File: src/rtl/write_queue_pkg.sv
// Shared cache/write-path definitions: line geometry and dcache write-type codes.
package write_queue_pkg;

  localparam int unsigned LINE_WIDTH    = 128;
  localparam int unsigned OFFSET_WIDTH  = 4;
  localparam int unsigned LINE_WORD_NUM = LINE_WIDTH / 32;

  // Any code other than WR_LINE is a byte/half/word size code qualified by wstrb.
  typedef enum logic [2:0] {
    WR_BYTE = 3'b000,
    WR_HALF = 3'b001,
    WR_WORD = 3'b010,
    WR_LINE = 3'b100
  } wr_type_e;

endpackage

File: src/rtl/write_queue.sv
// Small in-order write queue between the dcache and the AXI bridge data write port,
// with a line-granular read-after-write hazard check over all queued entries.
module write_queue #(
  parameter int unsigned DEPTH        = 4,
  parameter int unsigned LINE_WIDTH   = write_queue_pkg::LINE_WIDTH,
  parameter int unsigned OFFSET_WIDTH = write_queue_pkg::OFFSET_WIDTH
) (
  input  logic                  clk,
  input  logic                  reset,
  input  logic                  in_wr_req,
  input  logic [2:0]            in_wr_type,
  input  logic [31:0]           in_wr_addr,
  input  logic [3:0]            in_wr_wstrb,
  input  logic [LINE_WIDTH-1:0] in_wr_data,
  output logic                  in_wr_rdy,
  output logic                  out_wr_req,
  output logic [2:0]            out_wr_type,
  output logic [31:0]           out_wr_addr,
  output logic [3:0]            out_wr_wstrb,
  output logic [LINE_WIDTH-1:0] out_wr_data,
  input  logic                  out_wr_rdy,
  input  logic                  bridge_wr_idle,
  input  logic [31:0]           rd_chk_addr,
  output logic                  rd_hazard,
  output logic                  all_empty
);

  localparam int unsigned PTR_W = $clog2(DEPTH);
  localparam int unsigned CNT_W = PTR_W + 1;

  logic [PTR_W-1:0]      head;
  logic [PTR_W-1:0]      tail;
  logic [CNT_W-1:0]      count;
  logic [DEPTH-1:0]      valid;
  logic                  push;
  logic                  pop;
  logic [DEPTH-1:0]      hit;
  logic                  unused_offset;

  logic [2:0]            type_mem  [DEPTH];
  logic [31:0]           addr_mem  [DEPTH];
  logic [3:0]            wstrb_mem [DEPTH];
  logic [LINE_WIDTH-1:0] data_mem  [DEPTH];

  // Full blocks a push even when the head is leaving in the same cycle.
  assign in_wr_rdy  = (count != CNT_W'(DEPTH));
  assign out_wr_req = (count != '0);
  assign push       = in_wr_req && in_wr_rdy;
  assign pop        = out_wr_req && out_wr_rdy;
  assign all_empty  = (count == '0) && bridge_wr_idle;

  always_ff @(posedge clk or posedge reset) begin
    if (reset) begin
      head  <= '0;
      tail  <= '0;
      count <= '0;
      valid <= '0;
    end else begin
      if (push) begin
        valid[tail] <= 1'b1;
        tail        <= tail + PTR_W'(1);
      end
      if (pop) begin
        valid[head] <= 1'b0;
        head        <= head + PTR_W'(1);
      end
      if (push && !pop) begin
        count <= count + CNT_W'(1);
      end else if (pop && !push) begin
        count <= count - CNT_W'(1);
      end
    end
  end

  // Payload storage is deliberately left out of reset; valid bits alone qualify it.
  always_ff @(posedge clk) begin
    if (push) begin
      type_mem[tail]  <= in_wr_type;
      addr_mem[tail]  <= in_wr_addr;
      wstrb_mem[tail] <= in_wr_wstrb;
      data_mem[tail]  <= in_wr_data;
    end
  end

  assign out_wr_type  = type_mem[head];
  assign out_wr_addr  = addr_mem[head];
  assign out_wr_wstrb = wstrb_mem[head];
  assign out_wr_data  = data_mem[head];

  for (genvar i = 0; i < DEPTH; i++) begin : g_hazard
    assign hit[i] = valid[i] &&
                    (addr_mem[i][31:OFFSET_WIDTH] == rd_chk_addr[31:OFFSET_WIDTH]);
  end

  assign rd_hazard     = |hit;
  assign unused_offset = ^rd_chk_addr[OFFSET_WIDTH-1:0];

endmodule

File: config.mk
export PLATFORM = sky130hd
export DESIGN_NAME = write_queue
export DESIGN_NICKNAME = d
export VERILOG_FILES = /design/src/rtl/write_queue_pkg.sv /design/src/rtl/write_queue.sv
export SDC_FILE = /design/constraint.sdc
export NUM_CORES = 1
export LEC_CHECK = 0
export BUFFER_PORTS_ARGS = -buffer_cell sky130_fd_sc_hd__buf_2
export CAP_MARGIN = 20
export CORE_ASPECT_RATIO = 0.75
export CORE_MARGIN = 3
export CORE_UTILIZATION = 51
export DETAILED_ROUTE_END_ITERATION = 6
export PLACE_DENSITY = 0.85
export REMOVE_ABC_BUFFERS = 1
export SLEW_MARGIN = 10
export SYNTH_ARGS = -nofsm -noshare
export SYNTH_HDL_FRONTEND = slang
export SYNTH_SLANG_ARGS = --single-unit
File: constraint.sdc
create_clock -name clk -period 5.3 [get_ports clk]
set_input_delay 0.265 -clock clk [delete_from_list [all_inputs] [get_ports clk]]
set_output_delay 0.265 -clock clk [all_outputs]
set_load 0.005 [all_outputs]
==> results of run 1 <==
-- metrics by stage --
step	cell area (sq um)	util, %
finish	32300	65.1
global route	32300	65.1
CTS	32300	65.1
detailed placement	28500	57.6
global placement	28500	57.6
floorplan	25700	-
-- synthesized netlist by cell type --
cell       instances  area share, %
edfxtp_1         668             77
mux4_2           167             14
xnor2_1           70            2.4
xor2_1            46            1.5
nand4_1           20           0.48
buf_2             19           0.37
clkbuf_1          18           0.26
nor4_1            16           0.39
buf_6             15           0.65
dfrtp_1           11            1.1
ha_1               9           0.43
inv_1              9           0.13
nand2_1            6          0.087
a2bb2oi_1          4           0.13
and3_1             4          0.096
nor2_1             3          0.043
and2_0             1          0.024
and2_1             1          0.024
fa_1               1          0.077
mux2_2             1          0.043
nand2b_1           1          0.024
nand3_1            1          0.019
o2111ai_1          1          0.034
o21ai_0            1          0.019
o21ai_1            1          0.019
or3_4              1          0.043
-- layout by cell type, fill, tap and decap left out, drive strengths merged --
cell and n:
edfxtp 668, ha 9, nand3 1, o21ai 2, o2111ai 1, mux4 167
buf 383, bufinv 4, diode 6, xnor2 70, or3 1, nor2 3
mux2 1, nand2b 1, clkinvlp 2, nor4 16, xor2 46, and3 4
clkinv 29, nand4 20, dlygate4sd3 168, nand2 6, fa 1, inv 11
a2bb2oi 4, dfrtp 11, and2 2, clkbuf 75
-- state kept, by name, summed over array words and instances, names as in the netlist --
name,flops
tail,2
type_mem,12
wstrb_mem,16
addr_mem,128
count,3
data_mem,512
valid,4
head,2
-- metal layers --
metal  GRT usage (%)  up-vias
met2            37.1      656
met4            5.77       10
met1            29.3     6885
li1                -     5707
met5               0        -
met3            6.74       97
-- worst max-delay path, stage by stage, from the launching register on --
cell and delay, ns:
dfrtp_4 0.86, buf_12 0.50, mux4_2 0.62, buf_2 0.16
-- kinds of logic (layout without fill, tap and decap cells) --
| kind of cell | after synthesis | in the layout | share of synthesized area [%] |
|---|---|---|---|
| simple gates | 54 | 54 | 1.23 |
| fa+ha+maj | 10 | 10 | 0.510 |
| xor+xnor | 116 | 116 | 3.91 |
| mux | 168 | 168 | 14.5 |
| other cells | 0 | 6 | 0 |
| flops | 679 | 679 | 78.2 |
| compound gates | 7 | 7 | 0.207 |
| buf+inv | 61 | 672 | 1.41 |
-- area by class of cell --
cell class	count	area (sq um)
flip-flops and latches	679	20300
fillers	3119	17300
multi-input cells	355	5310
repair buffers	551	3720
clock buffers	75	1740
well taps	648	811
clock inverters	37	295
inverters	9	33.8
diodes	6	15.0
-- power breakdown --
group	switching [mW]	internal [mW]	total, mW	leakage, nW
sequential	0.484	7.09	7.58	6.25
combinational	2.41	2.27	4.68	3.84
clock	1.91	2.52	4.43	1.01
-- final timing paths --
path / from / endpoint / slack, ns / cells past startpoint
max: head[0] / out_wr_data[26] / 2.20 / 3
min: in_wr_req / tail[0] / 0.19 / 3
max reg2reg: count[0] / data_mem[2][105] / 2.76 / 4
min reg2reg: count[2] / count[2] / 0.51 / 1
max in group asynchronous: reset / head[1] / 4.65 / 3
min in group asynchronous: reset / valid[2] / 0.27 / 3
==> impl_metrics.ini, run 1 <==
[power]
leakage_nw = 11.1
peakVddDrop_mv = 0.323
p_per_area_nw_per_um2 = 517
finalPower_mw = 16.7

[clock_tree]
cts_buffers = 61
postCtsHoldBufs = 168
clkLatencyLatePin_ns = 0.62
clk_pin_slew_worst_paths_ns = 0.07
ctsHtreeMaxLevel = 2
clock-sinks = 679
cts-resized-gates = 0
cts_buffer_depth = 3
postCtsSetupBuffers = 0
cts_tree = yes
root_buffer = clkbuf_16

[detailed_routing]
detail_route.wl_per_cell_um = 25.3
drt_iter0_drc = 1576
drt-total-wl_mm = 59.8
wl_met2_mm = 30.1
met1Wirelength_mm = 22.5
firstDrtPassIters = 5
num_vias = 13400
viasPerCell = 5.66
ant_nets = 0
drc = 0
wl_met3_mm = 5.92
maxUsedRoutingLayer = met5

[synthesis]
ys_warn_count = 0
yosys_register_bits = 679
syn_avg_cell_area_sq_um = 23.7
netlist_instances = 1095
synthesis.area_sq_um = 26000
synth-seq-area-share_pct = 78.2
synth.distinct_cells = 26

[timing]
fin_crit_sh_pct = 58.5
relSlewSlack_pct = 38.4
tightest_slew_ns = 0.924
fin_worst_skew_ns = 0.0331
min_period_ns = 3.10
rsz0062_at_grt = false
final.setup.worst_slack_ns = 2.20
drv_slew = 0
tns_ns = 0
max_clock_freq_ghz = 0.323
whs_ns = 0.185
setup_viol = 0
hold_viol = 0

[global_route]
track_usage_pct = 22.4
first_global_vias = 14200
grt_pass1_wl_mm = 89.9
overflow = 0
grt_max_degree = 94
antenna_found_initial = 8

[floorplanning]
fp.dieW_um = 267
core_sq_um = 49600
core.rowCount = 70
start_util_pct = 52.4
io-pin-count = 375
design.die.area_sq_um = 53700
fp.dieH_um = 202

[finish]
final_cell_count_no_fill = 2360
syn_to_final_growth_pct = 24.1
num-nets-final = 1871
drive_gt1_share_pct = 38.2

[critical_path]
crit_path_start_kind = register
cp.required_ns = 5.04
end_kind = output pin
critical_path_class = reg2out
path_max_fanout = 63
crit_arrival_ns = 2.83

[outcome]
status = finished clean

[place]
placed_cells = 2074
port_buffers = 370
finalWeightedCongestion = 0.826
dp_hpwl_mm = 34.9
pre_cts_ws_ns = 2.77

[min_path]
min_path_type = in2reg

[flow_run]
cap_violations = 0
Power figures use the tool's default switching activity.
==> run 2: changes to the inputs <==
Settings changed: ABC_AREA from default to 1, CORE_UTILIZATION 51 to 55, PLACE_DENSITY 0.85 to 0.87.
Clock period 5.3 ns to 3.04 ns, I/O delays scaled along.
==> run 2 against run 1 <==
  * Routed wire length grew 19%
  * Clock skew shrank 0.0077 ns
  * Largest cell class unchanged
  * Synthesized area grew 5.1%
  * Clock power grew 61%
  * Critical path type unchanged
  * Worst hold slack lost 0.038 ns
  * Sequential share of layout area shrank 1.7 points
  * Final area grew 2.7%
  * Non-clock buffer count grew 8
  * Combinational power grew 120%
  * Final cell count grew 43%
  * Critical path depth grew 1
==> impl_metrics.ini, run 2 <==
[finish]
syn_to_final_growth_pct = 21.3
reg_top3 = data_mem (512), addr_mem (128), wstrb_mem (16)
largest_reg_flops = 512
largest-register = data_mem
final_cell_mix = edfxtp_1 (668), nor2_1 (385), buf_2 (370)
num-nets-final = 2890
layout_commonest_cell = edfxtp_1
fillers = 3176
post-route-util_pct = 67.7
drive_gt1_share_pct = 17.6

[detailed_routing]
firstDrtPassIters = 5
num_vias = 19400
drt_iter0_drc = 2270
drc = 0
ant_nets = 0
detail_route.wl_per_cell_um = 21.0
drt-total-wl_mm = 70.9
viasPerCell = 5.76

[timing]
min_period_ns = 2.76
rsz0062_at_grt = false
tightest_slew_ns = 0.924
drv_slew = 0
relSlewSlack_pct = 38.4
max_clock_freq_ghz = 0.362
whs_ns = 0.148
fin_crit_sh_pct = 90.9
setup_viol = 0
hold_viol = 0
fin_worst_skew_ns = 0.0253

[critical_path]
end_kind = output pin
reg2reg_depth = 9
cp.required_ns = 2.89
crit_arrival_ns = 2.61
critical_path_class = reg2out
crit_path_top_delay_cell = dfrtp_4
path_cells = buf_12 > o21ai_0 > o22ai_1 > buf_2
path_max_fanout = 186
crit_path_start_kind = register
slowest_delay_ns = 0.49

[global_route]
track_usage_pct = 26.2
grt_max_degree = 187
grt_pass1_wl_mm = 107
overflow = 0
first_global_vias = 19300
antenna_found_initial = 3

[power]
p_sw_mw = 10.9
p_per_area_nw_per_um2 = 919
peakVddDrop_mv = 0.712
seqPwrFrac_pct = 42.4
internal_power_mw = 19.6
power_switching_share_pct = 35.6
pwr-share-clk_pct = 23.4
finalPower_mw = 30.5
power.share.combinational_pct = 34.2
leakage_nw = 12.3

[synthesis]
synth_most_common_cell = edfxtp_1
synthArstFlopShare_pct = 1.62
synth_area_leaders = edfxtp_1 (73%), o21ai_0 (5.9%), nor2_1 (5.3%)
ys_warn_count = 0
synth_edf_count = 668
synthesis.area_sq_um = 27300
yosysTopAreaCellShare_pct = 73.4
yosys_register_bits = 679
syn_avg_cell_area_sq_um = 12.6
yosysTopAreaCell = edfxtp_1
ys_top_cells_by_count = edfxtp_1 (668), nor2_1 (389), o21ai_0 (320), nand2_1 (276), o22ai_1 (154)
synth-seq-area-share_pct = 74.4
synth.distinct_cells = 23
netlist_instances = 2168
synth_flop_cell = edfxtp_1

[place]
finalWeightedCongestion = 0.918
port_buffers = 370
dp_hpwl_mm = 39.0

[floorplanning]
core_sq_um = 49000
fp.dieW_um = 263
fp.dieH_um = 199
core.rowCount = 70
io-pin-count = 375
design.die.area_sq_um = 52400
start_util_pct = 55.8

[clock_tree]
cts_buffers = 59
root_buffer = clkbuf_16
clk_pin_slew_worst_paths_ns = 0.07
cts_buffer_depth = 3
ctsHtreeMaxLevel = 2
cts-resized-gates = 0
clkLatencyLatePin_ns = 0.62
clock-sinks = 679
cts_tree = yes

[min_path]
min_path_type = in2async

[outcome]
status = finished clean

[flow_run]
cap_violations = 0
[run 2: changes by cell type after synthesis, sizes merged, moves of 39 or more]
cell and delta:
nor2 +386, o21ai +362, nand2 +270, mux4 -167, o22ai +154, inv +108
xnor2 -61, xor2 -41, clkbuf +39
[run 2: cell families after synthesis]
group,Yosys count,share of synthesized area (%)
flops,679,74.4
simple gates,676,9.34
compound gates,560,11.0
buf+inv,229,4.30
xor+xnor,14,0.449
fa+ha+maj,10,0.485
[run 2: worst max-delay path: cells and delay by family, from the launching register on]
family	cells	cell delay (ns)
AO/OA/AOI/OAI	2	0.62
flip-flops	1	0.49
buffers and inverters	2	0.62
[run 2: metal layers]
layer / part of all wire [%] / global-route usage (%) / vias to the layer above / wire length, um
li1: - / - / 8790 / -
met1: 38 / 33.8 / 9440 / 26600
met5: 0.018 / 0 / - / 13
met2: 50 / 45.3 / 1075 / 35800
met3: 9.9 / 5.73 / 131 / 7030
met4: 2.0 / 7.26 / 2 / 1430
[run 2: metrics by stage]
| step | instances | setup TNS (ns) | setup WS (ns) | cell area [sq um] |
|---|---|---|---|---|
| floorplan | 2056 | -4371.20 | -5.31 | 26600 |
| global placement | 3094 | 0 | 0.811 | 29600 |
| detailed placement | 3094 | 0 | 0.870 | 29600 |
| CTS | 3371 | 0 | 0.311 | 33100 |
| global route | 3373 | 0 | 0.191 | 33100 |
| finish | 3376 | 0 | 0.277 | 33100 |
[run 2: path summary, 6_finish.rpt]
path | from | end | slack [ns]
max in group asynchronous | reset | head[1] | 2.52
hold reg to reg | valid[3] | valid[3] | 0.52
min in group clk | in_wr_req | tail[0] | 0.17
hold / removal | reset | valid[2] | 0.15
setup reg to reg | count[1] | count[2] | 0.84
setup / recovery | head[0] | out_wr_data[60] | 0.28
[run 2: final cells by class]
cell class | instances | area [sq um] | share of cell area (%)
Antenna cell | 5 | 12.5 | 0.0377
Clock buffer | 72 | 1550 | 4.67
Clock inverter | 36 | 251 | 0.759
Inverter | 117 | 449 | 1.36
Multi-Input combinational cell | 1260 | 5840 | 17.6
Sequential cell | 679 | 20300 | 61.4
Tap cell | 648 | 811 | 2.45
Timing Repair Buffer | 559 | 3890 | 11.7
[run 2: power groups by stage]
stage	logic (mW)	clock network, mW	registers, mW
after global routing	11.3	7.58	13.0
after detailed placement	9.92	0	13.1
after floorplan	4.34	0	13.5
after CTS	10.2	7.10	12.9
final	10.4	7.13	12.9
after global placement	9.56	0	13.0
[run 2: what timing repair did]
| action | in CTS | in global routing |
|---|---|---|
| hold buffers | 169 | 0 |
| setup buffers | 0 | 0 |
| endpoints found under the hold margin | 685 | 0 |
==> run 3: changes to the inputs <==
Settings changed: CORE_UTILIZATION 55 to 37, PLACE_DENSITY 0.87 to 0.65.
Clock period 3.04 ns to 3.1 ns, I/O delays scaled along.
==> run 3 against run 2 <==
  * Via count fell by 3.6%
  * Utilization fell by 21 points
  * Worst setup slack improved by 0.16 ns
  * Clock power rose by 9.1%
  * Count of clock-buffer cells in the layout rose by 9
  * Combinational power barely moved
  * First-iteration DRC count fell by 36%
  * Largest cell class unchanged
  * Sequential share of layout area fell by 1.3 points
  * Final cell count rose by 9.6%
  * Non-clock buffer count rose by 8
  * Power rose by 0.27%
  * Highest routed layer unchanged
==> impl_metrics.ini, run 3 (synthesis results as in run 2) <==
[timing]
setup_viol = 0
drv_slew = 0
fin_worst_skew_ns = 0.0263
min_period_ns = 2.66
max_clock_freq_ghz = 0.376
relSlewSlack_pct = 33.4
tns_ns = 0
rsz0062_at_grt = false
fin_crit_sh_pct = 85.9
tightest_slew_ns = 0.998
hold_viol = 0
whs_ns = 0.137

[critical_path]
cp.required_ns = 2.94
reg2reg_depth = 10
path_max_fanout = 166
r2r_start = count[0]
crit_path_start_kind = register
crit_arrival_ns = 2.51
end_kind = output pin
critical_path_class = reg2out
critical_path.startpoint = head[0]

[global_route]
grt_pass1_wl_mm = 104
antenna_found_initial = 5
overflow = 0
grt_max_degree = 167
track_usage_pct = 17.4
first_global_vias = 18600

[clock_tree]
cts_tree = yes
clkLatencyLatePin_ns = 0.60
cts_buffers = 68
clk_pin_slew_worst_paths_ns = 0.05
ctsHtreeMaxLevel = 3
cts_buffer_depth = 3
postCtsSetupBuffers = 0
root_buffer = clkbuf_16
clock-sinks = 679

[place]
finalWeightedCongestion = 0.940
port_buffers = 370
dp_hpwl_mm = 41.2
dpl_cell_area_sq_um = 30100

[detailed_routing]
detail_route.wl_per_cell_um = 18.8
drt-total-wl_mm = 69.4
drc = 0
ant_nets = 0
drt_iter0_drc = 1459
firstDrtPassIters = 6
viasPerCell = 5.06
num_vias = 18700

[min_path]
min_path_type = in2async

[floorplanning]
start_util_pct = 37.7
core.rowCount = 85
core_sq_um = 72400
fp.dieH_um = 241
fp.dieW_um = 320
design.die.area_sq_um = 77200
io-pin-count = 375

[finish]
num-nets-final = 2907
fillers = 6367
drive_gt1_share_pct = 18.1
syn_to_final_growth_pct = 24.0
largest_reg_flops = 512
layout_commonest_cell = edfxtp_1
reg_top3 = data_mem (512), addr_mem (128), wstrb_mem (16)
stdcell_area_sq_um = 33900
largest-register = data_mem
final_cell_mix = edfxtp_1 (668), nor2_1 (385), buf_2 (370)

[power]
peakVddDrop_mv = 0.914
leakage_nw = 12.5
p_per_area_nw_per_um2 = 902

[outcome]
status = finished clean

[flow_run]
cap_violations = 0
[run 3: worst paths after layout]
check	to	slack, ns
min in group clk	tail[0]	0.21
min reg2reg	valid[0]	0.52
min	head[0]	0.14
max reg2reg	count[2]	0.82
max in group asynchronous	head[1]	2.61
max	out_wr_data[115]	0.44
[run 3: critical path: stages (launching register included)]
cell	delay, ns
dfrtp_4	0.49
buf_12	0.42
o21ai_0	0.21
o22ai_1	0.30
buf_2	0.18
[run 3: final cells by class]
class,instances,area [sq um],area share (%)
sequential,679,20300,60.0
inverter,117,457,1.35
clock buffer,81,1810,5.35
timing repair buffer,567,3940,11.6
antenna,1,2.50,0.00738
tap,957,1200,3.53
clock inverter,38,294,0.868
multi-input combinational,1260,5840,17.2
[run 3: timing repair]
item | CTS | global route
resized for setup | 0 | 0
hold endpoints to repair | 685 | 0
hold buffers | 169 | 0
[run 3: routing by layer]
metal	up-vias	global-route usage [%]	wire [um]
met3	122	4.38	5810
met4	6	5.14	1550
met1	9103	22.4	28900
met2	674	29.3	33100
met5	-	0	43
li1	8828	-	-
[run 3: where the power goes]
part | internal [mW] | leakage, nW | switching [mW] | total, mW
clock | 4.44 | 1.02 | 3.34 | 7.78
combinational | 3.43 | 5.20 | 6.71 | 10.1
sequential | 12.1 | 6.25 | 0.518 | 12.6
[run 3: per-stage QoR]
stage	power, mW	utilization (%)	setup slack [ns]	std cells
finish	30.6	46.8	0.437	3700
global route	32.3	46.8	0.261	3700
CTS	30.9	46.8	0.436	3699
detailed placement	22.9	41.5	0.845	3411
global placement	22.5	41.5	0.850	3411
floorplan	17.6	-	-5.25	2056
